<file path="src/rtl/lfsr_sng.sv">
// lfsr_sng: parametrised Fibonacci LFSR with seed reload, zero-state recovery,
// period measurement and an optional unipolar stochastic number generator.
// Optional comparator stage is enabled by defining the macro LFSR_SNG_EN.
module lfsr_sng #(
  parameter int unsigned    W          = 4,
  parameter logic [W-1:0]   TAPS       = W'(4'b1100),
  parameter logic [W-1:0]   RESET_SEED = W'(1)
) (
  input  logic         clk,
  input  logic         rst,
  input  logic         en,
  input  logic         load,
  input  logic [W-1:0] seed,
  input  logic [W-1:0] thr,
  output logic [W-1:0] state,
  output logic         q,
  output logic         wrap,
  output logic [W-1:0] period,
  output logic         lockup,
  output logic         sbit
);

  logic [W-1:0] seed_reg;
  logic [W-1:0] cnt;
  logic [W-1:0] next_state;
  logic         fb;

  // Feedback is the parity of the tapped state bits; shift it in at the LSB.
  assign fb         = ^(state & TAPS);
  assign q          = fb;
  assign next_state = {state[W-2:0], fb};

  // LFSR state, seed copy, step counter and wrap/period/lock-up tracking.
  always_ff @(posedge clk) begin
    if (rst) begin
      state    <= RESET_SEED;
      seed_reg <= RESET_SEED;
      cnt      <= '0;
      period   <= '0;
      wrap     <= 1'b0;
      lockup   <= 1'b0;
    end else if (load) begin
      state    <= seed;
      seed_reg <= seed;
      cnt      <= '0;
      wrap     <= 1'b0;
      lockup   <= 1'b0;
    end else if (en) begin
      if (state == '0) begin
        // All-zero state never leaves on its own; kick it to 1 and flag it.
        state  <= W'(1);
        lockup <= 1'b1;
        cnt    <= '0;
        wrap   <= 1'b0;
      end else begin
        state <= next_state;
        if (next_state == seed_reg) begin
          wrap   <= 1'b1;
          period <= cnt + W'(1);
          cnt    <= '0;
        end else begin
          wrap   <= 1'b0;
          cnt    <= cnt + W'(1);
        end
      end
    end else begin
      wrap <= 1'b0;
    end
  end

`ifdef LFSR_SNG_EN
  // Unipolar SNG: compare registered state against the threshold every cycle.
  always_ff @(posedge clk) begin
    if (rst) begin
      sbit <= 1'b0;
    end else begin
      sbit <= (state < thr);
    end
  end
`else
  // Comparator absent: the stochastic bit is constant zero.
  logic unused_thr;
  assign unused_thr = ^thr;
  assign sbit       = 1'b0;
`endif

endmodule

</file>
<file path="config.mk">
export PLATFORM = sky130hd
export DESIGN_NAME = lfsr_sng
export DESIGN_NICKNAME = d
export VERILOG_FILES = /design/src/rtl/lfsr_sng.sv
export SDC_FILE = /design/constraint.sdc
export NUM_CORES = 1
export LEC_CHECK = 0
export CAP_MARGIN = 40
export CORE_MARGIN = 3
export CORE_UTILIZATION = 46
export CTS_BUF_LIST = sky130_fd_sc_hd__clkbuf_4 sky130_fd_sc_hd__clkbuf_8 sky130_fd_sc_hd__clkbuf_16
export DETAILED_ROUTE_END_ITERATION = 6
export PLACE_DENSITY = 0.77
export SKIP_CTS_REPAIR_TIMING = 1
export SLEW_MARGIN = 40
export SYNTH_ARGS = -nofsm -noshare
export SYNTH_HDL_FRONTEND = slang
export SYNTH_SLANG_ARGS = --single-unit
</file>
<file path="constraint.sdc">
create_clock -name clk -period 1.8 [get_ports clk]
set_clock_uncertainty 0.05 [all_clocks]
set_input_delay 0.36 -clock clk [delete_from_list [all_inputs] [get_ports clk]]
set_output_delay 0.36 -clock clk [all_outputs]
set_load 0.1 [all_outputs]
</file>
==> results of run 1 <==
## placed cells by master, fill, tap and decap left out, types with 2 or more instances in the layout
master           count
buf_4                5
inv_2                3
a22o_1               3
nor2_1              10
xnor2_1              4
dfxtp_4              2
dfxtp_1             14
clkdlybuf4s50_1      7
buf_12              11
nor3_1               7
nand2_1              2
o21ai_1              2
dfxtp_2              2
nand3_1              3
nand2b_1             2
mux2i_1              5
a21oi_1              6
clkbuf_4             3
## per-stage QoR
step           cell area (um2)  setup WS, ns  TNS (ns)  hold slack, ns
2_1_floorplan              895        -0.176    -0.987           0.413
3_3_place_gp              1210        0.0723         0           0.433
5_1_grt                   1240        0.0941         0           0.496
4_1_cts                   1240         0.164         0           0.472
3_5_place_dp              1210        0.0330         0           0.441
6_report                  1240         0.175         0           0.471
## where the power goes
part / switching [W] / internal (W) / total, W
Combinational: 0.000163 / 0.000112 / 0.000275
Clock: 0.000126 / 0.000123 / 0.000249
Sequential: 0.0000229 / 0.000414 / 0.000437
Total: 0.000312 / 0.000648 / 0.000961
## worst paths after layout
path                  to  slack (ns)
setup / recovery       q        0.17
setup reg to reg  cnt[3]        0.21
hold / removal    cnt[1]        0.47
hold reg to reg   cnt[1]        0.47
## worst max-delay path: stages (launching register included)
cell     delay (ns)
dfxtp_4        0.40
inv_2          0.05
ha_4           0.30
buf_12         0.18
## routing by layer
metal	routed length, um	part of all wire, %
met1	824	45
met2	888	49
met3	98	5.4
met4	14	0.77
met5	0	0
## logic make-up after synthesis
group                    count (synthesis)  synth area share (%)
AO/OA/AOI/OAI                           16                  13.0
XOR/XNOR                                 6                  6.08
adder cells (fa/ha/maj)                  2                  2.89
buffers and inverters                   10                  6.80
flip-flops                              18                  41.7
multiplexers                             5                  5.79
other                                    1                 0.434
AND/OR/NAND/NOR                         32                  23.3
## layout make-up
class                           count  area, um2  area share (%)
Tap cell                           25       31.3            2.52
Inverter                            3       11.3           0.906
Multi-Input combinational cell     62        465            37.5
Clock buffer                        4       36.3            2.92
Sequential cell                    18        370            29.8
Timing Repair Buffer               23        328            26.4
==> summary.md, run 1 <==
Summed over all instances, the cell type with the most area after synthesis is dfxtp_1. In the global route stage, met1 resource usage came out at 21.1%. Fill cells in the final layout number 135. Total nets after synthesis: 104. Ranked by total cell area, the synthesized netlist is headed by dfxtp_1 42%, mux2i_1 5.8%, xnor2_1 5.1%, nor2_1 4.3%, nor3_1 4.1%.

Setup repair after global routing left no endpoint under its margin. The critical path is of the flop to output pin type. The number of levels in the clock H-tree is 1. STA classifies the critical path endpoint as an output pin. Global routing used 15.9% of the available tracks across all layers.

The startpoint identified for the worst hold timing path is cnt[1]. For the worst setup path, the data arrival time is 1.22 ns. The overall routed net length came out at 1.83 mm. The cell count of the worst hold path was 1; the placement row count was 15. Horizontal extent of the die: 49.4 um. Clock transition at the registers of the reported paths: 0.11 ns. The most frequently used flop master after synthesis is dfxtp_1. In this run, CTS created clock tree buffers numbering 3. STA classifies the critical path startpoint as a flop. The final critical delay including setup and external delays came out at 1.63 ns. The number of failing hold endpoints at the final stage was 0.

The total number of yosys warnings was 0. During I/O placement, the number of pins put on the boundary was 24. The most frequently used cell type in the post-synthesis netlist is dfxtp_1.

Total iterations of the first detailed-routing run: 4. The ratio of routed vias to standard cells is 5.48, and the number of synthesized register bits is 18. The logs give 0.00175 mm2 for the placeable core area and 1.39 ns for the required time of the critical path. The flow ran to the end, and the final reports show no timing, DRC or antenna violations.

The area growth from synthesis to layout is 43.7%. Cell at the root of the clock tree: clkbuf_4. VDD sags by at most 0.000567 V.

Clock latency on the worst-skew pair, taken at its later pin, is 0.29 ns. Layer with the highest usage: met2. The final standard cell utilization of the core was 71.2%; the number of enable-type register cells in the synthesized netlist was 0. The run gives 0.765 as the routability congestion estimate from global placement. The run gives 0 as the initial antenna violation count.

The number of pins with negative max-slew slack in the final report is 0, and the cell depth of the worst flop-to-flop path is 6. The run gives 2.45% as the fraction of met3 tracks used by global routing. Launch instance of the worst register-to-register path: state[2]. The tools report the number of nets at the end of the flow as 125.

The tool flagged a number of max-cap violations equal to 0. The netlist area before placement came out at 865 um2. The repair_antennas step left the layout with diodes totalling 0. The final setup violation count came out at 0. First-pass GRT wire length: 3.11 mm.

For this run, the top clock speed supported by timing is 615 MHz. Detailed routing inserted a total of 740 vias. The non-filler instance count after layout was 135.

Once detail routing completed, the nets flagged for antenna violations numbered 0. Die area: 0.00244 mm2. The maximum fanout encountered on the critical timing path works out to 5. The first routing iteration left 23 violations. The tools report the final routed DRC violation total as 0.

The initial utilization of the core area, before any placement, comes to 49.5%. Leakage power figure: 0.489 nW. Met2 layer usage reported by global route: 25.2%. The tools report the sequential area share after synthesis as 41.7%.

The mean area per synthesized cell is 9.61 um2, and the ratio of final minimum period to clock period is 90.3%. TritonCTS built the clock tree. In this run the power density over the cells is 773 mW/mm2.

Yosys mapped the design onto 33 distinct sky130hd cell types. Counting every sink on the clock net gives 18. The source of the critical timing path is state[2].

For the via count of the first global-routing pass, the log shows 695. After synthesis, the most frequently instantiated cells are 18 x dfxtp_1, 10 x nor2_1, 7 x nor3_1. The run gives 12 as the pin count of the biggest net entering global routing. Buffers placed on the I/O ports in this run total 18.

The post-synthesis cell count was 90. The number of placed instances with taps included came out at 131. The share of synthesized area in the top cell type comes to 41.7%. The average wire per cell in the routed design is 13.5 um, and the final global-route overflow total is 0. The detailed-placement wirelength estimate was 1.39 mm. The fraction of layout instances using a drive strength above 1 is 32.7%, and the vertical extent of the die is 49.4 um. For this run, asynchronously set or reset flops after synthesis account for 0%.

The buffer levels on the longest clock path is 2, and the total power of the final layout is 0.000961 W. The path class of the tightest hold or removal check is flop to flop.
Power figures use the tool's default switching activity.
==> run 2, diff against run 1 <==
==> constraint.sdc (replaced) <==
create_clock -name clk -period 1.8 [get_ports clk]
set_clock_uncertainty 0.05 [all_clocks]
set_input_delay 0.27 -clock clk [delete_from_list [all_inputs] [get_ports clk]]
set_output_delay 0.27 -clock clk [all_outputs]
set_load 0.1 [all_outputs]
==> summary.md, run 2 (same netlist as run 1, synthesis figures left out) <==
The number of buffer cells added on primary ports was 18. In this run the core area contains 15 standard-cell rows. The run gives 3 as the CTS buffer count. TritonCTS built the clock tree.

Cells with a size suffix above 1 make up 32.7% of the layout. The first global-routing pass estimated 3.30 mm of wire. The via count of the first global-routing pass is 746. Summed over all layers, the routed wires come to 1.89 mm. The floorplan step defined a core boundary enclosing 0.00175 mm2. The count of cells in the finished layout, fillers not included, comes to 135. Hold timing on the final database bottoms out at a slack of 0.475 ns. The tools report the startpoint type of the worst setup path as a flop. The signal on the critical path passes through inv_2, ha_4, xnor2_2, and4_4, nor3_4, a22o_1. The met3 wirelength from detailed routing is 109 um, and the maximum fanout encountered on the critical timing path is 6.

The leakage power figure is 0.486 nW, and the routability congestion estimate from global placement is 0.774. 0 antenna diodes ended up in the layout. The run gives 131 as the number of placed instances with taps included.

After detailed routing, the wire length on met1 is 835 um. Global routing used 17.5% of the available tracks across all layers. The library cell used most frequently in the layout, excluding fill and tap cells, is dfxtp_1.

The tool flagged a number of max-cap violations equal to 0. The number of levels in the clock H-tree was 1. The ratio of routed vias to standard cells was 5.50. STA classifies the critical path endpoint as a flop. In the layout the commonest cells are 14 x dfxtp_1, 10 x nor2_1, 10 x buf_12.

The top routing layer in use is met4. The largest single stage delay on the critical path is 0.41 ns. Counting I/O delays and the setup requirement, the final critical path takes 1.63 ns. Number of nets at the end of the flow: 125. The worst hold path belongs to the class flop to flop. For the required time of the critical path, the log shows 1.94 ns.

Before antenna repair, the detailed router went through 4 iterations. The run finished with clean final reports. The longest clock path from root to sink contains 2 buffers. IR analysis of the VDD net gives a maximum drop of 0.000528 V. The detailed router finished its first iteration with 9 violations. The power density over the cells works out to 782 mW/mm2. The die is 49.4 um tall.

The tools report the initial antenna violation count as 0. In the routed design, unresolved DRC markers number 0. The logs give 0.30 ns for the clock latency on the worst-skew pair and 49.5% for the initial cell density of the core. The tools report the total via count after detailed routing as 743. The pin count of the biggest net entering global routing came out at 12. The final global-route overflow total was 0.

The detailed-placement wirelength estimate was 1.41 mm; the count of antenna-violating nets left after detailed routing was 0. The critical path is of the flop to flop type. Based on the critical path, the design can be clocked at up to 614 MHz. The number of failing hold endpoints at the final stage came out at 0.

Setup violations remaining at the end of the flow were counted as 0. Summing internal, switching and leakage power gives 0.000962 W. The number of pins with negative max-slew slack in the final report is 0, and the clock transition at the registers of the reported paths is 0.10 ns. For the worst setup path, the data arrival time is 1.77 ns. From synthesis to final layout, the design area changed by 42.3%.

The root buffer cell chosen for the clock tree is clkbuf_4. The horizontal extent of the die is 49.4 um, and the length of routed met2 wiring is 886 um. Cell with the largest stage delay on the worst path: dfxtp_4. Ratio of final minimum period to clock period: 90.5%. 24 I/O pins were placed. In the final routed layout, each cell accounts on average for 14.0 um. The run gives 18 as the clock net sink count. The die covers 0.00244 mm2. Setup repair after global routing left no endpoint under its margin.
run 2: cell counts in the layout (fill, tap and decap cells not counted):
No cell type changed its count.
run 2: through the flow:
step	setup TNS, ns	worst slack [ns]	utilization, %	instance area (um2)
2_1_floorplan	-0.987	-0.176	-	895
3_3_place_gp	0	0.162	68.4	1190
6_report	0	0.171	70.5	1230
5_1_grt	0	0.120	70.5	1230
4_1_cts	0	0.191	70.5	1230
3_5_place_dp	0	0.119	68.4	1190
run 2: cell type report:
type | instances | area (um2)
inverter | 3 | 11.3
multi-input combinational | 62 | 465
tap | 25 | 31.3
sequential | 18 | 370
fill | 132 | 515
clock buffer | 4 | 36.3
timing repair buffer | 23 | 315
run 2: final timing paths:
path	cells after the start	endpoint	slack (ns)	from
setup reg to reg	6	cnt[2]	0.17	state[2]
hold / removal	1	cnt[1]	0.47	cnt[1]
setup / recovery	6	cnt[2]	0.17	state[2]
hold reg to reg	1	cnt[1]	0.47	cnt[1]
run 2: layer usage:
layer	vias to the layer above	track usage [%]
met2	27	28.6
li1	359	-
met1	351	20.8
met3	6	3.36
met5	-	0
met4	0	10.9
run 2: critical path, delay by kind of cell, from the launching register on:
| kind | cells | cell delay, ns |
|---|---|---|
| flops | 1 | 0.41 |
| simple gates | 2 | 0.36 |
| fa+ha+maj | 1 | 0.30 |
| compound gates | 1 | 0.22 |
| xor+xnor | 1 | 0.13 |
| buf+inv | 1 | 0.06 |
run 2: where the power goes:
group	internal, W	switching, W	leakage, nW	total, W
registers	0.000414	0.0000234	0.148	0.000437
clock network	0.000123	0.000127	0.0210	0.000250
logic	0.000111	0.000163	0.317	0.000274
==> run 3, diff against run 2 <==
Settings changed: CORE_MARGIN 3 to not set.
==> summary.md, run 3 (same netlist as run 1, synthesis figures left out) <==
Setup repair after global routing left no endpoint under its margin. The highest clock rate came out at 624 MHz. Dividing total power by cell area gives a power density of 781 mW/mm2.

The cell sitting at the root of the clock tree is a clkbuf_4. In this run, placement finished with an instance count of 131. The violation count after the first detailed-route iteration is 25, and the number of top-level pins is 24.

The area growth from synthesis to layout is 42.3%. The run finished with clean final reports. Ratio of final minimum period to clock period: 89.0%. Leaving out fill and tap cells, the most frequent cells in the layout are 14 x dfxtp_1, 10 x nor2_1, 10 x buf_12. The worst voltage drop across the vdd grid came out at 0.000519 V. For this block, the routed nets add up to 1.88 mm of wire. The analysis attributes to cell leakage a power of 0.486 nW. TritonCTS built the clock tree. STA classifies the critical path startpoint as a flop. The run gives 49.5% as the initial cell density of the core. Once detail routing completed, the nets flagged for antenna violations numbered 0. For the final routed database, the setup TNS stands at 0 ns. The initial antenna violation count is 0. At the end of routability-driven placement, the weighted congestion stood at 0.814.

The number of antenna cells inserted was 0. The die is 45.4 um wide. The total routing usage reported by global routing is 21.8%.

After floorplanning, the core was sized to cover 0.00175 mm2. The worst setup path is captured at a flop. The buffer levels on the longest clock path was 2.

Number of nets at the end of the flow: 125. In the final layout, the share of cells above drive strength 1 is 32.7%. Clock net sink count: 18. Setup violations remaining at the end of the flow were counted as 0. The number of pins with negative max-slew slack in the final report was 0; the final routed DRC violation total was 0. The pin count of the biggest net entering global routing was 12; the first-pass GRT wire length was 3.09 mm.

Leaving out fill and tap cells, the most frequent cell in the layout is dfxtp_1. The maximum fanout encountered on the critical timing path was 6; the detailed-placement wirelength estimate was 1.41 mm. For this run the aggregate overflow at the end of global routing stands at 0. The total iterations of the first detailed-routing run was 4; the placement row count was 15.

The number of buffer cells added on primary ports is 18. The setup path with the least slack is of type flop to flop. The run gives 0 as the number of failing hold endpoints at the final stage. Data arrives at the worst endpoint at 1.75 ns.

The number of max-cap violations came out at 0. The via count of the first global-routing pass was 700. The number of levels in the clock H-tree was 1; the die area was 0.00206 mm2.

For the number of fill cells, the log shows 137. The run gives 0.20 ns as the worst-case register-to-register setup slack. For this run, the number of standard cells in the final layout without fillers is 135.

The CTS buffer count was 3; the clock transition at the registers of the reported paths was 0.10 ns. After detailed routing, the number of vias per cell comes to 5.47. The vertical extent of the die was 45.4 um; the total via count after detailed routing was 738.

The final standard cell utilization of the core is 70.5%. The class of the tightest hold or removal check was flop to flop. STA puts the critical path data required time at 1.95 ns. The worst path needs 1.60 ns of the cycle, external delays included. Average wire per cell in the routed design: 13.9 um.

Clock latency on the worst-skew pair: 0.30 ns.
run 3: path summary, 6_finish.rpt:
check / start / end / cells after the start
worst max-delay path: state[3] / cnt[1] / 6
worst min-delay path: cnt[3] / cnt[3] / 1
worst max register to register: state[3] / cnt[1] / 6
worst min register to register: cnt[3] / cnt[3] / 1
run 3: stage by stage:
step           hold slack (ns)  power [W]  worst slack [ns]  cell area (um2)
2_1_floorplan            0.359   0.000635            -0.176              895
3_3_place_gp             0.433   0.000712             0.171             1190
3_5_place_dp             0.435   0.000718             0.130             1190
4_1_cts                  0.459   0.000967             0.196             1230
5_1_grt                  0.499   0.000999            0.0657             1230
6_report                 0.457   0.000960             0.198             1230
run 3: metal layers:
metal / vias up / share of wire [%] / track usage [%]
met2: 18 / 52 / 35.9
met3: 5 / 3.2 / 4.80
li1: 357 / - / -
met1: 358 / 43 / 26.4
met5: - / 0 / 0
met4: 0 / 2.2 / 11.5
run 3: power breakdown:
group	total, W	leakage, nW	internal [W]	switching (W)
Clock	0.000249	0.0210	0.000123	0.000125
Sequential	0.000437	0.148	0.000414	0.0000235
Combinational	0.000274	0.317	0.000111	0.000163
run 3: cell type report:
class / count / area, um2 / share of cell area (%)
repair buffers: 23 / 315 / 25.6
inverters: 3 / 11.3 / 0.916
flip-flops and latches: 18 / 370 / 30.1
well taps: 25 / 31.3 / 2.54
multi-input cells: 62 / 465 / 37.8
clock buffers: 4 / 36.3 / 2.95
run 3: worst max-delay path, cell delays in order (launching register included):
cell,delay (ns)
dfxtp_4,0.40
inv_2,0.05
ha_4,0.26
xnor2_2,0.17
and4_4,0.30
nor3_4,0.05
a22o_1,0.21
